--- src/rtl/ps2_key_gen.sv ---
// PS/2 keyboard receiver: filters the raw lines, decodes frames and emits toggle-flagged key events.
// Define PS2_KEY_GEN_TIMEOUT_EN to enable the inter-edge watchdog that abandons stalled frames.
module ps2_key_gen #(
  parameter int FILTER  = 8,
  parameter int TIMEOUT = 100000
) (
  input  logic        clk_sys,
  input  logic        RESET_N,
  input  logic        ps2_clk_in,
  input  logic        ps2_data_in,
  output logic [10:0] ps2_key,
  output logic        frame_err,
  output logic        busy
);

  localparam int FW = $clog2(FILTER + 1);

  typedef enum logic [1:0] {IDLE, DATA, PARITY, STOP} state_t;

  logic [1:0]    clk_sync;
  logic [1:0]    data_sync;
  logic          clk_filt;
  logic          clk_filt_d;
  logic          data_filt;
  logic [FW-1:0] clk_cnt;
  logic [FW-1:0] data_cnt;
  logic          clk_fall;
  logic          timeout_hit;

  state_t        state;
  logic [2:0]    bit_cnt;
  logic [7:0]    shift;
  logic          parity_bit;
  logic          ext;
  logic          brk;

  // Synchronizers idle high so releasing reset never fakes a falling edge.
  always_ff @(posedge clk_sys or negedge RESET_N) begin
    if (!RESET_N) begin
      clk_sync  <= 2'b11;
      data_sync <= 2'b11;
    end else begin
      clk_sync  <= {clk_sync[0], ps2_clk_in};
      data_sync <= {data_sync[0], ps2_data_in};
    end
  end

  // A filtered line only follows its input after FILTER consecutive differing samples.
  always_ff @(posedge clk_sys or negedge RESET_N) begin
    if (!RESET_N) begin
      clk_filt   <= 1'b1;
      clk_filt_d <= 1'b1;
      data_filt  <= 1'b1;
      clk_cnt    <= '0;
      data_cnt   <= '0;
    end else begin
      clk_filt_d <= clk_filt;
      if (clk_sync[1] == clk_filt) begin
        clk_cnt <= '0;
      end else if (clk_cnt == FW'(FILTER - 1)) begin
        clk_filt <= clk_sync[1];
        clk_cnt  <= '0;
      end else begin
        clk_cnt <= clk_cnt + 1'b1;
      end
      if (data_sync[1] == data_filt) begin
        data_cnt <= '0;
      end else if (data_cnt == FW'(FILTER - 1)) begin
        data_filt <= data_sync[1];
        data_cnt  <= '0;
      end else begin
        data_cnt <= data_cnt + 1'b1;
      end
    end
  end

  assign clk_fall = clk_filt_d & ~clk_filt;

`ifdef PS2_KEY_GEN_TIMEOUT_EN
  logic [16:0] wd_cnt;

  always_ff @(posedge clk_sys or negedge RESET_N) begin
    if (!RESET_N) begin
      wd_cnt <= '0;
    end else if (state == IDLE || clk_fall || timeout_hit) begin
      wd_cnt <= '0;
    end else begin
      wd_cnt <= wd_cnt + 1'b1;
    end
  end

  assign timeout_hit = (state != IDLE) && (wd_cnt == 17'(TIMEOUT));
`else
  assign timeout_hit = 1'b0;
`endif

  // Frame decoder; prefixes E0/F0 are remembered until the next emitted or discarded byte.
  always_ff @(posedge clk_sys or negedge RESET_N) begin
    if (!RESET_N) begin
      state      <= IDLE;
      bit_cnt    <= '0;
      shift      <= '0;
      parity_bit <= 1'b0;
      ext        <= 1'b0;
      brk        <= 1'b0;
      ps2_key    <= '0;
      frame_err  <= 1'b0;
      busy       <= 1'b0;
    end else begin
      frame_err <= 1'b0;
      if (timeout_hit) begin
        state     <= IDLE;
        busy      <= 1'b0;
        frame_err <= 1'b1;
        ext       <= 1'b0;
        brk       <= 1'b0;
      end else if (clk_fall) begin
        case (state)
          IDLE: begin
            if (!data_filt) begin
              state   <= DATA;
              busy    <= 1'b1;
              bit_cnt <= '0;
            end
          end
          DATA: begin
            shift   <= {data_filt, shift[7:1]};
            bit_cnt <= bit_cnt + 1'b1;
            if (bit_cnt == 3'd7) state <= PARITY;
          end
          PARITY: begin
            parity_bit <= data_filt;
            state      <= STOP;
          end
          STOP: begin
            state <= IDLE;
            busy  <= 1'b0;
            if (data_filt && (^{shift, parity_bit})) begin
              if (shift == 8'hE0) begin
                ext <= 1'b1;
              end else if (shift == 8'hF0) begin
                brk <= 1'b1;
              end else begin
                ps2_key <= {~ps2_key[10], ~brk, ext, shift};
                ext     <= 1'b0;
                brk     <= 1'b0;
              end
            end else begin
              frame_err <= 1'b1;
              ext       <= 1'b0;
              brk       <= 1'b0;
            end
          end
          default: begin
            state <= IDLE;
            busy  <= 1'b0;
          end
        endcase
      end
    end
  end

endmodule

--- config.mk ---
export PLATFORM = sky130hd
export DESIGN_NAME = ps2_key_gen
export DESIGN_NICKNAME = d
export VERILOG_FILES = /design/src/rtl/ps2_key_gen.sv
export SDC_FILE = /design/constraint.sdc
export NUM_CORES = 1
export LEC_CHECK = 0
export BUFFER_PORTS_ARGS = -buffer_cell sky130_fd_sc_hd__buf_2
export CAP_MARGIN = 40
export CORE_MARGIN = 2
export CORE_UTILIZATION = 55
export DETAILED_ROUTE_END_ITERATION = 8
export PLACE_DENSITY_LB_ADDON = 0.15
export SYNTH_ARGS = -nofsm -noshare
export SYNTH_HDL_FRONTEND = slang
export SYNTH_SLANG_ARGS = --single-unit
--- constraint.sdc ---
create_clock -name clk_sys -period 3.3 [get_ports clk_sys]
set_input_delay 0.66 -clock clk_sys [delete_from_list [all_inputs] [get_ports clk_sys]]
set_output_delay 0.66 -clock clk_sys [all_outputs]
set_load 0.05 [all_outputs]
After elaboration in Yosys (flattened, before gate mapping):

Index checks and enable logic that the tools add are counted.

* register bits: 44
* input bits: 4
* output and inout port bits: 13
* word-level logic and storage cells: 76

* $add $sub $neg: 3
* equal/unequal tests: 14
* muxes and demuxes: 20
* bitwise logic cells: 8
* reductions and logical operators: 15

Operator list (count)
* $eq 8x8->1 const B: 2
* $mux 4: 4
* $reduce_and 3->1: 5
* $mux 1: 10
* $reduce_xor 9->1: 1
* $add 4x1->4 const B: 2
* $eq 4x3->1 const B: 2
* $pmux 2 s4: 1
* $reduce_and 2->1: 4
* $not 1->1: 7
* $ne 2x2->1 const B: 3
* $pmux 3 s2: 1
* $reduce_and 5->1: 1
* $eq 2x2->1 const B: 2
* $mux 2: 2
* $reduce_bool 2->1: 2
* $add 3x1->3 const B: 1
* $eq 3x3->1 const B: 1
* $mux 3: 1
* $ne 3x3->1 const B: 1
* $eq 1x1->1: 2
* $eq 2x1->1 const B: 1
* $logic_not 2->1: 1
* $pmux 1 s2: 1
* 2 further kinds: 2

Depth between registers and ports, before layout:

* word-level depth: 5
* mapped depth: 6
* gate-level depth less buffers: 6

Least setup slack after synthesis:

OpenSTA, ideal clock, no wires.

* path type: reg-to-reg
* start: register shift[4]
* end: register ps2_key[1]
* library setup time: 0.125 ns
* arrival time: 2.255 ns
* data required time: 3.175 ns
* setup slack: 0.920 ns
* cell stages (with the launch flop): 7
* path buffers: 1
* clock period less this slack: 2.380 ns
* path through: dfrtp_1 -> xnor2_1 -> xnor3_1 -> mux2_4 -> a2111oi_4 -> buf_6 -> mux2_4

* cells in the longest elaborated chain, start to end: 3
* elaborated cells on any way between the ends: 7
* those cells by class: 2 x eq/ne; 2 x bitwise; 3 x reduce/logical

RTL lines
* from (decl): RTL line 32 `logic [7:0] shift;`
* from (signal assigned): RTL line 127 `shift <= {data_filt, shift[7:1]};`
* $eq 8x8->1, or another cell as far along: RTL line 141 `end else if (shift == 8'hF0) begin`
* $not 1->1 (no source line) / $logic_and 1x1->1 (equally long branches)
* $reduce_and 5->1 (no source line) *
* to (signal assigned): RTL line 144 `ps2_key <= {~ps2_key[10], ~brk, ext, shift};`
* to (decl): RTL line 11 `output logic [10:0] ps2_key,`

Mark *: on every way between the ends. The rest lies on a longest branch, timed or not.
A chain may end at the register's enable or synchronous reset.

Worst setup path in the final report:

* start: register shift[4]
* end: register ps2_key[3]

The elaborated chain is that of the path after synthesis.

==> impl_summary.md <==
Critical path
The endpoint of the worst register-to-register path is ps2_key[3]. Data on the critical path arrives at its endpoint at 2970 ps. The top fanout value on the critical path is 8. The worst setup path is launched from a flop. The worst setup path is captured at a flop.

The cell at the slowest stage of the critical path is a2111oi_4. The critical path goes through xnor2_1 -> xnor3_1 -> mux2_4 -> a2111oi_4 -> buf_4 -> mux2_4. The top cell family by delay on the critical path is XOR/XNOR gates. The worst reg2reg path depth is 6.

Data on the critical path is required at its endpoint by 3540 ps. The most numerous cell on the critical path is mux2_4. The startpoint of the worst-slack reg-to-reg timing path is shift[4]. The worst register-to-register path has a setup slack of ~570 ps.

The number of buffer and inverter stages on the critical path is 1. The maximum cell stage delay along the critical path is about 500 ps. The worst setup path is of the reg -> reg kind.

Floorplanning
The die footprint is 4090 um2. The width of the die is approximately 64 um. 17 I/O pins were placed. The die is roughly 64 um tall. The initial core utilization is 58.3%. The floorplan has 21 rows. After floorplanning, the core was sized to cover 3390 um2.

Clock tree
The H-tree was split into 2 levels. Clock latency on the worst-skew pair, taken at its later pin, is ~340 ps. The number of gates resized after CTS is 0. The number of setup buffers added after CTS is 0. The root buffer cell is clkbuf_4.

In this run, CTS created clock tree buffers numbering 5. The sink count of the clock tree is 44. TritonCTS built the clock tree.

Clock-pin slew was measured on the worst setup and hold paths at 120 ps. The number of hold buffers added after cts is 0. The clock passes through at most 2 buffers.

Pwr
The worst-case IR drop observed on VDD is 0.000361 V. For this design the static power due to leakage is 0.00109 uW. The power dissipated by switching net loads is 402 uW. Net switching is about 30% of the power. The sequential group share of total power is 52.1%.

The clock network fraction of design power is 23.9%. The power share of the combinational group is ~24%. For this design the ratio of total power to cell area is 607 nW/um2. The cell-internal power is 934 uW.

Summing internal, switching and leakage power gives 1340 uW.

Timing
The headroom to the max-slew limit is 69.1%. For this run, the top clock speed supported by timing is between 300 and 400 MHz. The slew at the pin closest to its max-slew limit is roughly 460 ps. The maximum clock skew at final layout is around 5.3 ps. Setup repair after global routing left no endpoint under its margin. The post-route minimum period is approximately 2700 ps. Setup slack closes at 573 ps. The count of pins over their slew limit is 0. Summed over all failing endpoints, the final setup total negative slack is 0 ps. The final count of hold timing violations is 0. The final critical path takes up about 83% of the cycle. Setup violations remaining at the end of the flow were counted as 0.

Final layout
Relative to the synthesized area, the layout overhead comes to 11.5%. The number of antenna cells inserted is 0. The footprint of the multi-input gates is 822 um2.

The area used by sequential logic in the layout is roughly 1100 um2. Cells fill 65.0% of the core in the end. In the final layout, the share of cells above drive strength 1 is 27.0%. The layout net count is 189. The filler cells instantiated in the layout total 265.

Yosys
The gate count after technology mapping is 154. During synthesis, Yosys emitted a total of 0 warnings. Sequential cells were found to cover 56.1% of the synthesized design area. Of all flip-flops after synthesis, the portion carrying an async set or reset was 100%. For this run, the leading register cell type out of synthesis is dfrtp_1. The post-synthesis net count is 166. The flop and latch count out of synthesis is 44.

By area the synthesized netlist is led by dfrtp_1 47%, dfstp_2 9.3%, mux2_4 6.1%. In this run, distinct cell masters in the synthesized netlist total 33. The largest area contributor in the netlist is dfrtp_1. The most common cell in the synthesized netlist is dfrtp_1. The number of synthesized flops with an enable pin is 0. The synthesized design devotes to its leading area cell type 46.8% of total area. After synthesis, the most frequently instantiated cells are 37 x dfrtp_1, 12 x nand2_1, 11 x nor2_1.

A synthesized cell averages between 10 and 15 um2. The synthesized netlist occupies a cell area of a little under 2000 um2.

Min path
The type of the tightest min-delay check is in -> async.

Place
The half-perimeter wire length of the detailed placement result is between 2000 and 2500 um. Buffers placed on the I/O ports in this run total 16. The congestion estimate from routability-driven global placement came to 0.804. The pre-CTS worst setup slack is roughly 600 ps.

Global route
The first global-routing pass estimated 5490 um of wire. The number of global-route vias before repair was 1,167. The global-route usage over all layers is 17.6%.

The initial antenna violation count was 0. The largest net degree at the start of global routing is 28. The overflow left after global routing is 0.

Drt
Dividing the detail-routed via count by the number of cells gives 5.27. The first-pass detailed-route iteration total is 4. The routed wire length per instance is 13.5 um. After detailed routing, the number of remaining DRC violations is 0. Wires add up to a little over 3000 um.

For this block, the initial DRC count from the detailed router was roughly 70. The count of vias placed by the detailed router is 1,180. In this run the remaining antenna-violating nets after routing total 0.

Outcome
The flow ran to the end, and the final reports show no timing, DRC or antenna violations.

Job
The tool flagged a number of max-cap violations equal to 0.
## power groups by stage
stage / combinational, uW / sequential (uW) / clock [uW]
floorplan: 252 / 698 / 0
global placement: 307 / 701 / 0
detailed placement: 323 / 707 / 0
CTS: 325 / 696 / 332
global route: 369 / 707 / 357
finish: 322 / 696 / 319
## cell families after synthesis
family / after synthesis / synth area share [%]
DFF: 44 / 56.1
and+or+nand+nor: 40 / 9.37
AOI/OAI and AO/OA: 21 / 7.53
muxes: 18 / 11.7
xor gates and xnor gates: 13 / 7.91
buffers and inverters: 10 / 2.28
adders and majority gates: 8 / 5.06
## worst max path at each step
stage              from          to  slack [ps]  depth (start not counted)
3_5_place_dp   shift[4]  ps2_key[3]         600                          6
4_1_cts        shift[4]  ps2_key[3]         580                          6
5_1_grt        shift[4]  ps2_key[7]         470                          6
6_report       shift[4]  ps2_key[3]         570                          6
3_3_place_gp   shift[4]  ps2_key[4]         710                          6
2_1_floorplan  shift[4]  ps2_key[1]         920                          6
## sequential cells by signal (all words and copies together), names as in the netlist, 2 cells and up
signal / cells
clk_cnt: 4
data_sync: 2
state: 2
ps2_key: 11
data_cnt: 4
bit_cnt: 3
shift: 8
clk_sync: 2
## layout by cell type, fill, tap and decap left out, drive strengths merged
| cell | count |
|---|---|
| a2111oi | 1 |
| a21boi | 1 |
| a21oi | 5 |
| a31oi | 3 |
| a32o | 2 |
| and2 | 1 |
| and3 | 1 |
| buf | 18 |
| bufinv | 1 |
| clkbuf | 6 |
| clkinv | 1 |
| dfrtp | 37 |
| dfstp | 7 |
| ha | 8 |
| inv | 8 |
| mux2 | 17 |
| mux2i | 1 |
| nand2 | 12 |
| nand2b | 2 |
| nand3 | 3 |
| nand4b | 1 |
| nor2 | 11 |
| nor2b | 3 |
| nor3 | 5 |
| nor4 | 1 |
| o21ai | 7 |
| o22ai | 1 |
| o32ai | 1 |
| xnor2 | 9 |
| xnor3 | 2 |
| xor2 | 1 |
| xor3 | 1 |
## layout make-up
cell class / count / area share [%]
inverters: 8 / 1.36
repair buffers: 18 / 4.88
clock buffers: 6 / 1.87
well taps: 46 / 2.61
clock inverters: 2 / 1.59
multi-input cells: 100 / 37.3
flip-flops and latches: 44 / 50.4
## metrics by stage
step | hold slack [ps] | area (um2) | cells
final | 227 | 2200 | 224
after global routing | 234 | 2200 | 224
after CTS | 221 | 2200 | 224
after detailed placement | 348 | 2130 | 216
after global placement | 347 | 2110 | 215
after floorplan | 345 | 1980 | 154
## layer usage
layer	vias up	global-route usage (%)	routed length (um)
met5	-	0	0
met4	0	6.52	53
met3	6	5.81	131
met2	24	26.3	1420
met1	573	23.9	1430
li1	577	-	-
(Power assumes the default switching activity.)
